===== src/rtl/seq_divider.sv =====
// Iterative radix-2 restoring divider: one quotient bit per cycle, signed or unsigned,
// valid/ready in and out, result held in DONE until the consumer takes it.
module seq_divider #(
  parameter int WIDTH = 32
) (
  input  logic             clk,
  input  logic             rstn,
  input  logic             flush,
  input  logic             in_valid,
  output logic             in_ready,
  input  logic             in_signed,
  input  logic [WIDTH-1:0] dividend,
  input  logic [WIDTH-1:0] divisor,
  output logic             out_valid,
  input  logic             out_ready,
  output logic [WIDTH-1:0] quotient,
  output logic [WIDTH-1:0] remainder,
  output logic             div_by_zero,
  output logic [1:0]       dbg_state
);

  // Handshakes: a transfer happens at a rising edge where valid & ready are both 1;
  // in_ready = (state==IDLE) and out_valid = (state==DONE), neither depends on the other side.
  typedef enum logic [1:0] {IDLE, BUSY, FIX, DONE} state_t;

  localparam int CW = $clog2(WIDTH);

  state_t           state, state_d;
  logic [CW-1:0]    cnt;
  logic [WIDTH:0]   prem;
  logic [WIDTH-1:0] work;
  logic [WIDTH-1:0] dvsr;
  logic             q_neg, r_neg, sgn, dbz_pend;
  logic             accept, divisor_zero;
  logic [WIDTH-1:0] dividend_abs, divisor_abs;
  logic [WIDTH+1:0] diff;

  assign in_ready     = (state == IDLE);
  assign out_valid    = (state == DONE);
  assign dbg_state    = state;
  assign accept       = in_valid & in_ready & ~flush;
  assign divisor_zero = (divisor == '0);

  assign dividend_abs = (in_signed & dividend[WIDTH-1]) ? ({WIDTH{1'b0}} - dividend) : dividend;
  assign divisor_abs  = (in_signed & divisor[WIDTH-1])  ? ({WIDTH{1'b0}} - divisor)  : divisor;

  // Trial subtraction of the shifted partial remainder; the top bit is the borrow.
  assign diff = {prem, work[WIDTH-1]} - {2'b00, dvsr};

  always_comb begin
    state_d = state;
    case (state)
      IDLE: if (accept) state_d = divisor_zero ? FIX : BUSY;
      BUSY: if (cnt == '0) state_d = FIX;
      FIX:  state_d = DONE;
      DONE: if (out_ready) state_d = IDLE;
      default: state_d = IDLE;
    endcase
    if (flush) state_d = IDLE;
  end

  always_ff @(posedge clk or negedge rstn) begin
    if (!rstn) state <= IDLE;
    else       state <= state_d;
  end

  always_ff @(posedge clk or negedge rstn) begin
    if (!rstn) begin
      cnt         <= '0;
      prem        <= '0;
      work        <= '0;
      dvsr        <= '0;
      q_neg       <= 1'b0;
      r_neg       <= 1'b0;
      sgn         <= 1'b0;
      dbz_pend    <= 1'b0;
      quotient    <= '0;
      remainder   <= '0;
      div_by_zero <= 1'b0;
    end else if (!flush) begin
      case (state)
        IDLE: if (accept) begin
          // A zero divisor skips BUSY; work then carries the raw dividend as the remainder.
          work     <= divisor_zero ? dividend : dividend_abs;
          dvsr     <= divisor_abs;
          prem     <= '0;
          cnt      <= CW'(WIDTH - 1);
          q_neg    <= dividend[WIDTH-1] ^ divisor[WIDTH-1];
          r_neg    <= dividend[WIDTH-1];
          sgn      <= in_signed;
          dbz_pend <= divisor_zero;
        end
        BUSY: begin
          if (diff[WIDTH+1]) begin
            prem <= {prem[WIDTH-1:0], work[WIDTH-1]};
            work <= {work[WIDTH-2:0], 1'b0};
          end else begin
            prem <= diff[WIDTH:0];
            work <= {work[WIDTH-2:0], 1'b1};
          end
          if (cnt != '0) cnt <= cnt - CW'(1);
        end
        FIX: begin
          if (dbz_pend) begin
            quotient    <= '1;
            remainder   <= work;
            div_by_zero <= 1'b1;
          end else begin
            quotient    <= (sgn & q_neg) ? -work : work;
            remainder   <= (sgn & r_neg) ? -prem[WIDTH-1:0] : prem[WIDTH-1:0];
            div_by_zero <= 1'b0;
          end
        end
        default: ;
      endcase
    end
  end

endmodule


===== config.mk =====
export PLATFORM = sky130hd
export DESIGN_NAME = seq_divider
export DESIGN_NICKNAME = d
export VERILOG_FILES = /design/src/rtl/seq_divider.sv
export SDC_FILE = /design/constraint.sdc
export NUM_CORES = 1
export LEC_CHECK = 0
export ABC_AREA = 1
export BUFFER_PORTS_ARGS = -buffer_cell sky130_fd_sc_hd__buf_2
export CORE_ASPECT_RATIO = 0.7
export CORE_UTILIZATION = 66
export DETAILED_ROUTE_END_ITERATION = 16
export HOLD_SLACK_MARGIN = 0.06
export PLACE_DENSITY = 0.92
export SYNTH_ARGS = -nofsm -noshare
export SYNTH_HDL_FRONTEND = slang
export SYNTH_SLANG_ARGS = --single-unit

===== constraint.sdc =====
create_clock -name clk -period 3.5 [get_ports clk]
set_input_delay 0.525 -clock clk [delete_from_list [all_inputs] [get_ports clk]]
set_output_delay 0.525 -clock clk [all_outputs]
set_load 0.01 [all_outputs]

# ---- After elaboration in Yosys (flattened, before gate mapping)
# Cells that the tools add are included.
dict set report totals {
  elab_cells 67
  mem_bits_ro 0
  register_bits 173
  n_memories 0
  ram_bits 0
  inputBits 70
  latch_bits 0
  output_inout_bits 69
}
dict set report classes {
  reduce_logical 10
  shifts 0
  bitwise 8
  mul 0
  n_eq_ne 8
  n_lt_le_gt_ge 0
  n_mux 23
  n_addsub 6
  div_mod_pow 0
}
# operator n
set op_table {}
lappend op_table {{$mux 32} 8}
lappend op_table {{$mux 33} 2}
lappend op_table {{$pmux 33 s2} 1}
lappend op_table {{$neg 32->32} 2}
lappend op_table {{$pmux 32 s2} 1}
lappend op_table {{$sub 1x32->32 const A} 2}
lappend op_table {{$sub 34x32->34} 1}
lappend op_table {{$logic_not 32->1} 1}
lappend op_table {{$mux 2} 5}
lappend op_table {{$mux 5} 2}
lappend op_table {{$pmux 5 s2} 1}
lappend op_table {{$reduce_and 3->1} 3}
lappend op_table {{$pmux 2 s4} 1}
lappend op_table {{$and 1x1->1} 6}
lappend op_table {{$ne 3x2->1 const B} 2}
lappend op_table {{$logic_not 5->1} 1}
lappend op_table {{$reduce_bool 5->1} 1}
lappend op_table {{$sub 5x1->5 const B} 1}
lappend op_table {{$eq 2x2->1 const B} 2}
lappend op_table {{$reduce_and 4->1} 1}
lappend op_table {{$ne 3x3->1 const B} 1}
lappend op_table {{$eq 2x1->1 const B} 1}
lappend op_table {{$logic_not 2->1} 1}
lappend op_table {{$mux 1} 2}
lappend op_table {{other kinds (6)} 6}

# ---- Depth between registers and ports, before layout
# Gate-level depths: netlist of the first run.
dict set report logic_depth {
  word_depth 6
  depth_mapped 18
  mapped_depth_nobuf 17
}

# ---- Least setup slack after synthesis of the first run
# OpenSTA, ideal clock, no wires.
dict set report synth_timing {
  path_type {register to register}
  from {reg work[31]}
  to {reg prem[24]}
  t_required_ps 3383
  arrival_ps 1892
  slack_ps 1491
  path_stages_with_launch 17
  period_less_slack_ps 2009
  setup_time_ps 117
  n_path_buf 0
  path_cell_list {dfrtp_1 inv_1 ha_1 inv_1 fa_1 nand2_1 nand2_1 nand3_1 nand2_1 nand2_1 nand2_1 nand2_1 nand3b_1 nand2_1 nand3_1 nand3_1 nand2_1}
}
dict set report synth_via {
  elab_chain_cells 3
}
# item line_no
set synth_lines {}
lappend synth_lines {{start: declaration} 31} ;# logic [WIDTH-1:0] work;
lappend synth_lines {{start signal: assignment} 84} ;# work <= divisor_zero ? dividend : dividend_abs;
lappend synth_lines {{start signal: assignment} 96} ;# work <= {work[WIDTH-2:0], 1'b0};
lappend synth_lines {{start signal: assignment} 99} ;# work <= {work[WIDTH-2:0], 1'b1};
lappend synth_lines {{$sub 34x32->34} 48} ;# assign diff = {prem, work[WIDTH-1]} - {2'b00, dvsr};
lappend synth_lines {{$mux 33} 94} ;# if (diff[WIDTH+1]) begin
lappend synth_lines {{$pmux 33 s2} 81} ;# case (state)
lappend synth_lines {{end signal: assignment} 95} ;# prem <= {prem[WIDTH-1:0], work[WIDTH-1]};
lappend synth_lines {{end signal: assignment} 98} ;# prem <= diff[WIDTH:0];
lappend synth_lines {{end: declaration} 30} ;# logic [WIDTH:0] prem;
# No other way between the ends.
# A chain may end at the register's enable or synchronous reset.

# ---- Worst setup path after layout of the first run
dict set report layout_timing {
  from {reg prem[22]}
  to {reg prem[14]}
}
dict set report layout_via {
  elab_chain_cells 3
}
# item line_no
set layout_lines {}
lappend layout_lines {{$sub 34x32->34} 48}
lappend layout_lines {{$mux 33} 94}
lappend layout_lines {{$pmux 33 s2} 81}
# No other way between the ends.

==> flow_results.xml, run 1 <==
<?xml version="1.0" encoding="UTF-8"?>
<metrics>
  <group name="placement">
    <metric name="worst_slack_placed" unit="ns">0.745</metric>
    <metric name="numPortBuffers" unit="">138</metric>
    <metric name="globalplace.congestion" unit="">1.02</metric>
    <metric name="estimated_wirelength_of_the_detail_placed_design" unit="um">38400</metric>
  </group>
  <group name="global_routing">
    <metric name="first_global_vias" unit="">14500</metric>
    <metric name="grt-ovfl-total" unit="">0</metric>
    <metric name="grt_start_max_net_pins" unit="">87</metric>
    <metric name="globalRouteTotalUtil" unit="%">45.1</metric>
    <metric name="grt_antenna_before_repair" unit="">1</metric>
    <metric name="grt_first_pass_wirelength" unit="um">78100</metric>
  </group>
  <group name="sta">
    <metric name="aggregate_negative_setup_slack" unit="ns">0</metric>
    <metric name="finalWorstSetupSlack" unit="ns">0.555</metric>
    <metric name="maxSlewHeadroom" unit="%">24.5</metric>
    <metric name="max_freq" unit="GHz">0.340</metric>
    <metric name="clock-skew-final" unit="ns">0.0146</metric>
    <metric name="grt_setup_unrepaired" unit="">no</metric>
    <metric name="number_of_max_slew_violations_in_the_final_report" unit="">0</metric>
    <metric name="setup_violations" unit="">0</metric>
    <metric name="tightest_slew" unit="ns">1.13</metric>
    <metric name="period_minus_slack" unit="ns">2.94</metric>
    <metric name="final_period_util" unit="%">84.1</metric>
    <metric name="hold_violations" unit="">0</metric>
  </group>
  <group name="clock_network">
    <metric name="ctsHtreeMaxLevel" unit="">4</metric>
    <metric name="cts_buffer_depth" unit="">2</metric>
    <metric name="clock_tree_from_tritoncts" unit="">built</metric>
    <metric name="clock_latency" unit="ns">0.45</metric>
    <metric name="clock_sink_count" unit="">173</metric>
    <metric name="cts-root-buf" unit="">clkbuf_16</metric>
    <metric name="cts_made_buffers" unit="">17</metric>
    <metric name="clk_pin_slew_worst_paths" unit="ns">0.07</metric>
  </group>
  <group name="power">
    <metric name="power.clock.fraction" unit="%">17.9</metric>
    <metric name="p_switching" unit="W">0.00496</metric>
    <metric name="p_seq_share" unit="%">32.3</metric>
    <metric name="netSwitchingFraction" unit="%">49.0</metric>
    <metric name="leakage_power_total" unit="nW">8.60</metric>
    <metric name="irDropWorstVdd" unit="mV">0.425</metric>
    <metric name="power.density" unit="nW/um2">640</metric>
    <metric name="internal_power" unit="W">0.00517</metric>
    <metric name="comb_power_share" unit="%">49.8</metric>
  </group>
  <group name="floorplanning">
    <metric name="placeableCoreArea" unit="um2">21100</metric>
    <metric name="initial_utilization" unit="%">68.6</metric>
    <metric name="design.die.area" unit="um2">22500</metric>
    <metric name="die_h" unit="um">126</metric>
    <metric name="floorplan.rows" unit="">44</metric>
    <metric name="number_of_primary_i_o_pins" unit="">139</metric>
    <metric name="die-width" unit="um">179</metric>
  </group>
  <group name="synth">
    <metric name="avgSynthCellArea" unit="um2">6.27</metric>
    <metric name="post-synth-top-area-cell" unit="">dfrtp_1</metric>
    <metric name="synth_top_family_by_area" unit="">simple AND/OR/NAND/NOR gates</metric>
    <metric name="synth_edf_count" unit="">0</metric>
    <metric name="synth_seq_cells" unit="">173</metric>
    <metric name="multiplexer_share_of_the_synthesized_area" unit="%">0</metric>
    <metric name="async_set_or_reset_flop_fraction_in_the_synthesized_netlist" unit="%">100</metric>
    <metric name="yosysWarningCount" unit="">0</metric>
    <metric name="ys_dominant_reg_cell" unit="">dfrtp_1</metric>
    <metric name="yosysSeqAreaShare" unit="%">29.9</metric>
    <metric name="synth_top_area_share" unit="%">29.9</metric>
    <metric name="compound_cell_area_share_of_the_yosys_netlist" unit="%">11.8</metric>
    <metric name="post_synth_xor_area_fraction" unit="%">4.30</metric>
    <metric name="synthAdderAreaFrac" unit="%">3.77</metric>
    <metric name="synth-simple-area-share" unit="%">38.5</metric>
    <metric name="synthDistinctLibCells" unit="">51</metric>
    <metric name="post_synth_instance_area" unit="um2">14500</metric>
    <metric name="synth.area.top_cells" unit="">dfrtp_1 (30%), nand2_1 (20%), inv_1 (8.5%), nand3_1 (7.7%), nor2_1 (5.7%)</metric>
    <metric name="netlist_instances" unit="">2309</metric>
    <metric name="synth_nets" unit="">2422</metric>
  </group>
  <group name="detailed_routing">
    <metric name="firstDrtPassIters" unit="">9</metric>
    <metric name="route.final.wire_length" unit="um">50400</metric>
    <metric name="routed-via-count" unit="">16500</metric>
    <metric name="routedWlPerCell" unit="um">18.7</metric>
    <metric name="post_drt_via_cell_ratio" unit="">6.11</metric>
    <metric name="iteration_0_drc_count_of_the_detailed_router" unit="">2755</metric>
    <metric name="postRouteAntennaNets" unit="">0</metric>
    <metric name="drc_errors" unit="">0</metric>
  </group>
  <group name="critical_path">
    <metric name="rr_worst_depth" unit="">12</metric>
    <metric name="critical_path_arrival" unit="ns">3.32</metric>
    <metric name="slowest_stage" unit="">nand3_2</metric>
    <metric name="cp_data_required_time" unit="ns">3.88</metric>
    <metric name="critical_path_class" unit="">reg2reg</metric>
    <metric name="critical_path.endpoint_type" unit="">flop</metric>
    <metric name="crit_path_max_incr_delay" unit="ns">0.62</metric>
    <metric name="timing.critical_path.mode_cell" unit="">nand2_1</metric>
    <metric name="timing.critical_path.cells" unit="">ha_1, nand2_1, inv_1, nand2_1, nand2_1, a21oi_2, nor2_1, nor2_4, nand3_2, nand3_1, nand3_1, nand2_1</metric>
    <metric name="critPathBufInv" unit="">1</metric>
    <metric name="worst-path-stages" unit="">12</metric>
    <metric name="critPathLaunchType" unit="">flop</metric>
    <metric name="timing.critical_path.max_delay_family" unit="">simple AND/OR/NAND/NOR gates</metric>
    <metric name="critPathMaxFanout" unit="">34</metric>
  </group>
  <group name="final_layout">
    <metric name="antenna-diode-count" unit="">0</metric>
    <metric name="syn2layout_area_growth" unit="%">9.28</metric>
    <metric name="most_frequent_standard_cell_in_the_layout_excluding_fill_and_tap_cells" unit="">nand2_1</metric>
    <metric name="final_net_count" unit="">2522</metric>
    <metric name="layout-drive-gt1-share" unit="%">10.0</metric>
    <metric name="layout.cells.most_common_list" unit="">nand2_1 (755), inv_1 (327), nand3_1 (222)</metric>
  </group>
  <group name="min_path">
    <metric name="whs_path_depth" unit="">3</metric>
    <metric name="timing.hold.worst.class" unit="">in2reg</metric>
  </group>
  <group name="outcome">
    <metric name="status" unit="">finished, final reports clean</metric>
  </group>
  <group name="run">
    <metric name="max-cap-violations" unit="">0</metric>
  </group>
</metrics>
[per-stage QoR]
step                area, um2  util (%)  cells  total power (W)  hold WS, ns
CTS                     15800      75.0   2698          0.00988        0.390
finish                  15800      75.0   2698           0.0101        0.397
global placement        15300      72.4   2665          0.00788        0.466
global route            15800      75.0   2698           0.0107        0.427
floorplan               14500         -   2309          0.00629        0.229
detailed placement      15300      72.4   2665          0.00803        0.474
[what timing repair did]
item	4_1_cts	5_1_grt
hold buffers	1	0
setup buffers	0	0
gates resized for setup	0	0
endpoints found under the hold margin	45	0
[worst reg2reg max path: stages, from the launching register on]
cell and delay [ns]:
dfrtp_1 0.50, ha_1 0.41, nand2_1 0.15, inv_1 0.07
nand2_1 0.06, nand2_1 0.07, a21oi_2 0.15, nor2_1 0.09
nor2_4 0.15, nand3_2 0.62, nand3_1 0.34, nand3_1 0.13
nand2_1 0.11
[path summary, 6_finish.rpt]
| kind | startpoint | to | slack (ns) |
|---|---|---|---|
| worst max-delay path | prem[22] | prem[14] | 0.56 |
| worst min-delay path | dividend[31] | r_neg | 0.40 |
| worst max register to register | prem[22] | prem[14] | 0.56 |
| worst min register to register | dvsr[8] | dvsr[8] | 0.49 |
| max in group asynchronous | rstn | dvsr[23] | 1.84 |
| min in group asynchronous | rstn | prem[8] | 0.59 |
[sequential cells by signal, summed over array words and instances, names as in the netlist]
name,cells
prem,33
dvsr,32
quotient,32
remainder,32
work,32
cnt,5
dbg_state,2
dbz_pend,1
div_by_zero,1
q_neg,1
r_neg,1
sgn,1
[logic make-up after synthesis]
family	Yosys count
buffers and inverters	413
AO/OA/AOI/OAI	297
AND/OR/NAND/NOR	1312
adder cells (fa/ha/maj)	43
XOR/XNOR	71
flip-flops	173
[power groups by stage]
stage                     Sequential [W]  Combinational, W  Clock (W)
after global placement           0.00321           0.00466          0
after detailed placement         0.00325           0.00478          0
after CTS                        0.00323           0.00484    0.00181
after global routing             0.00333           0.00547    0.00189
final                            0.00327           0.00505    0.00181
after floorplan                  0.00324           0.00305          0
[layer usage]
layer	vias to the layer above	global-route usage [%]	wire, um
met5	-	0	0
met4	0	10.6	1180
met3	136	15.4	7920
met2	1280	61.9	20000
met1	7514	67.4	21300
li1	7567	-	-
[synth_stat cells, types with 2 or more instances]
cell / instances
nand2_1: 755
inv_1: 327
nand3_1: 222
nor2_1: 220
dfrtp_1: 173
o21ai_0: 130
a21oi_1: 77
xor2_1: 55
clkbuf_1: 43
ha_1: 42
nor3_1: 27
nand4_1: 25
o221ai_1: 22
o211ai_1: 19
xnor2_1: 16
a31oi_1: 15
nand3_2: 14
buf_2: 13
buf_6: 13
nand3b_1: 13
nor2_2: 12
o22ai_1: 9
inv_2: 7
buf_1: 5
o21ai_1: 5
and2_1: 4
nand2_4: 4
o31ai_1: 4
and3_1: 3
nand2_2: 3
nor2_4: 3
nor3_2: 3
o32ai_1: 3
a21o_1: 2
clkbuf_8: 2
o21ai_2: 2
o21bai_1: 2
or2_2: 2
[cell type report]
| type | instances | area, um2 |
|---|---|---|
| clock buffer | 20 | 457 |
| multi-input combinational | 1723 | 8460 |
| inverter | 335 | 1260 |
| timing repair buffer | 159 | 882 |
| sequential | 173 | 4330 |
| fill | 1737 | 5270 |
| tap | 276 | 345 |
| clock inverter | 12 | 85.1 |
(Power assumes the default switching activity.)
==> run 2: changes to the inputs <==
--- a/config.mk
+++ b/config.mk
@@ -8,10 +8,10 @@
 export ABC_AREA = 1
 export BUFFER_PORTS_ARGS = -buffer_cell sky130_fd_sc_hd__buf_2
 export CORE_ASPECT_RATIO = 0.7
-export CORE_UTILIZATION = 66
+export CORE_UTILIZATION = 55
 export DETAILED_ROUTE_END_ITERATION = 16
 export HOLD_SLACK_MARGIN = 0.06
-export PLACE_DENSITY = 0.92
+export PLACE_DENSITY = 0.82
 export SYNTH_ARGS = -nofsm -noshare
 export SYNTH_HDL_FRONTEND = slang
 export SYNTH_SLANG_ARGS = --single-unit
==> constraint.sdc (replaced) <==
create_clock -name clk -period 2.6 [get_ports clk]
set_input_delay 0.39 -clock clk [delete_from_list [all_inputs] [get_ports clk]]
set_output_delay 0.39 -clock clk [all_outputs]
set_load 0.01 [all_outputs]
==> run 2 against run 1 <==
Net effect: setup slack got worse by 0.49 ns; register-to-register slack got worse by 0.49 ns; non-clock buffer count rose by 40; largest cell class unchanged; first-iteration DRC count fell by 33%; combinational power rose by 36%; design area rose by 3.2%; die area rose by 20%; clock power rose by 44%; via count fell by 3.3%; critical path type unchanged; global-route usage fell by 8.2 points; utilization fell by 12 points.
==> flow_results.xml, run 2 (same netlist as run 1, synthesis figures left out) <==
<?xml version="1.0" encoding="UTF-8"?>
<metrics>
  <group name="outcome">
    <metric name="status" unit="">finished, final reports clean</metric>
  </group>
  <group name="critical_path">
    <metric name="slowest_stage" unit="">dfrtp_1</metric>
    <metric name="cp_data_required_time" unit="ns">2.93</metric>
    <metric name="timing.critical_path.mode_cell" unit="">nand2_1</metric>
    <metric name="critical_path_arrival" unit="ns">2.86</metric>
    <metric name="timing.critical_path.cells" unit="">ha_1, nand2_1, nor3_1, nand2_1, nor2_1, nor2_4, nand3_2, buf_12, nand3_1, nand2_1, o21ai_0</metric>
    <metric name="critical_path_class" unit="">reg2reg</metric>
    <metric name="critical_path.endpoint_type" unit="">flop</metric>
    <metric name="critPathLaunchType" unit="">flop</metric>
    <metric name="crit_path_max_incr_delay" unit="ns">0.46</metric>
    <metric name="critPathMaxFanout" unit="">34</metric>
    <metric name="rr_worst_depth" unit="">11</metric>
  </group>
  <group name="final_layout">
    <metric name="final-instance-count-excl-fill" unit="">2792</metric>
    <metric name="final_net_count" unit="">2562</metric>
    <metric name="layout-drive-gt1-share" unit="%">11.6</metric>
    <metric name="antenna-diode-count" unit="">0</metric>
    <metric name="syn2layout_area_growth" unit="%">12.8</metric>
    <metric name="largest-register" unit="">prem</metric>
    <metric name="layout.cells.most_common_list" unit="">nand2_1 (755), inv_1 (325), nand3_1 (222)</metric>
    <metric name="number_of_flip_flops_under_the_largest_register_name" unit="">33</metric>
    <metric name="most_frequent_standard_cell_in_the_layout_excluding_fill_and_tap_cells" unit="">nand2_1</metric>
  </group>
  <group name="sta">
    <metric name="clock-skew-final" unit="ns">0.0108</metric>
    <metric name="max_freq" unit="GHz">0.394</metric>
    <metric name="tightest_slew" unit="ns">0.794</metric>
    <metric name="grt_setup_unrepaired" unit="">yes</metric>
    <metric name="setup_violations" unit="">0</metric>
    <metric name="period_minus_slack" unit="ns">2.54</metric>
    <metric name="final_period_util" unit="%">97.6</metric>
    <metric name="maxSlewHeadroom" unit="%">46.8</metric>
    <metric name="number_of_max_slew_violations_in_the_final_report" unit="">0</metric>
    <metric name="hold_violations" unit="">0</metric>
  </group>
  <group name="power">
    <metric name="power.density" unit="nW/um2">849</metric>
    <metric name="totalPowerFinal" unit="W">0.0139</metric>
    <metric name="leakage_power_total" unit="nW">8.84</metric>
    <metric name="irDropWorstVdd" unit="mV">0.454</metric>
  </group>
  <group name="clock_network">
    <metric name="clk_pin_slew_worst_paths" unit="ns">0.07</metric>
    <metric name="clock_sink_count" unit="">173</metric>
    <metric name="ctsHtreeMaxLevel" unit="">4</metric>
    <metric name="clock_latency" unit="ns">0.45</metric>
    <metric name="clock_tree_from_tritoncts" unit="">built</metric>
    <metric name="cts_buffer_depth" unit="">2</metric>
    <metric name="post_cts_setup_buffers" unit="">0</metric>
    <metric name="cts_made_buffers" unit="">17</metric>
    <metric name="cts-root-buf" unit="">clkbuf_16</metric>
  </group>
  <group name="floorplanning">
    <metric name="design.die.area" unit="um2">27000</metric>
    <metric name="placeableCoreArea" unit="um2">25700</metric>
    <metric name="die_h" unit="um">138</metric>
    <metric name="number_of_primary_i_o_pins" unit="">139</metric>
    <metric name="floorplan.rows" unit="">49</metric>
    <metric name="initial_utilization" unit="%">56.2</metric>
    <metric name="die-width" unit="um">196</metric>
  </group>
  <group name="placement">
    <metric name="globalplace.congestion" unit="">1.03</metric>
    <metric name="estimated_wirelength_of_the_detail_placed_design" unit="um">38500</metric>
    <metric name="dp_cells" unit="">2760</metric>
    <metric name="numPortBuffers" unit="">138</metric>
  </group>
  <group name="detailed_routing">
    <metric name="iteration_0_drc_count_of_the_detailed_router" unit="">1842</metric>
    <metric name="routed-via-count" unit="">16000</metric>
    <metric name="drc_errors" unit="">0</metric>
    <metric name="firstDrtPassIters" unit="">6</metric>
    <metric name="postRouteAntennaNets" unit="">0</metric>
    <metric name="route.final.wire_length" unit="um">49300</metric>
    <metric name="post_drt_via_cell_ratio" unit="">5.71</metric>
    <metric name="routedWlPerCell" unit="um">17.7</metric>
  </group>
  <group name="global_routing">
    <metric name="grt-ovfl-total" unit="">0</metric>
    <metric name="grt_antenna_before_repair" unit="">4</metric>
    <metric name="grt_first_pass_wirelength" unit="um">76200</metric>
    <metric name="grt_start_max_net_pins" unit="">69</metric>
    <metric name="globalRouteTotalUtil" unit="%">36.9</metric>
    <metric name="first_global_vias" unit="">14000</metric>
  </group>
  <group name="run">
    <metric name="max-cap-violations" unit="">0</metric>
  </group>
  <group name="min_path">
    <metric name="timing.hold.worst.class" unit="">in2reg</metric>
    <metric name="whs_path_depth" unit="">3</metric>
  </group>
</metrics>
## run 2: worst max-delay path, delay by kind of cell, from the launching register on
family	cells	cell delay, ns
buffers and inverters	1	0.21
AOI/OAI and AO/OA	1	0.08
and+or+nand+nor	8	1.25
DFF	1	0.46
adders and majority gates	1	0.41
## run 2: power breakdown
| group | switching, W | total, W | internal [W] |
|---|---|---|---|
| clock | 0.00112 | 0.00260 | 0.00149 |
| sequential | 0.000736 | 0.00436 | 0.00362 |
| combinational | 0.00474 | 0.00689 | 0.00215 |
| total | 0.00659 | 0.0139 | 0.00726 |
## run 2: through the flow
stage / cell area [um2] / worst slack, ns / setup TNS (ns) / hold WS [ns] / utilization [%]
after global routing: 16300 / -0.00240 / -0.00240 / 0.281 / 63.4
after CTS: 16300 / 0.162 / 0 / 0.254 / 63.3
final: 16300 / 0.0623 / 0 / 0.255 / 63.4
after global placement: 15700 / 0.135 / 0 / 0.364 / 61.0
after floorplan: 14500 / 0.591 / 0 / 0.0944 / -
after detailed placement: 15700 / 0.135 / 0 / 0.362 / 61.0
## run 2: area by class of cell
| type | count | area, um2 |
|---|---|---|
| multi-input cells | 1723 | 8480 |
| flip-flops and latches | 173 | 4330 |
| repair buffers | 199 | 1260 |
| inverters | 335 | 1260 |
| clock inverters | 9 | 111 |
| fillers | 2457 | 9430 |
| well taps | 331 | 414 |
| clock buffers | 22 | 474 |
## run 2: routing by layer
metal / GRT usage, % / share of wire [%] / routed length [um] / up-vias
met2: 50.9 / 39 / 19300 / 932
li1: - / - / - / 7644
met4: 10.2 / 2.2 / 1100 / 6
met1: 53.0 / 44 / 21700 / 7279
met5: 0 / 0.083 / 41 / -
met3: 14.0 / 15 / 7200 / 89
## run 2: worst paths after layout
path | slack (ns) | startpoint | to
min reg2reg | 0.48 | quotient[20] | quotient[20]
max reg2reg | 0.06 | prem[28] | work[0]
max in group asynchronous | 1.38 | rstn | quotient[9]
min | 0.26 | dividend[31] | r_neg
max | 0.06 | prem[28] | work[0]
min in group asynchronous | 0.46 | rstn | prem[8]
## run 2: what timing repair did
item / CTS / global route
hold buffers: 1 / 0
resized for setup: 0 / 5
setup endpoints to repair: 0 / 11
hold endpoints to repair: 46 / 0
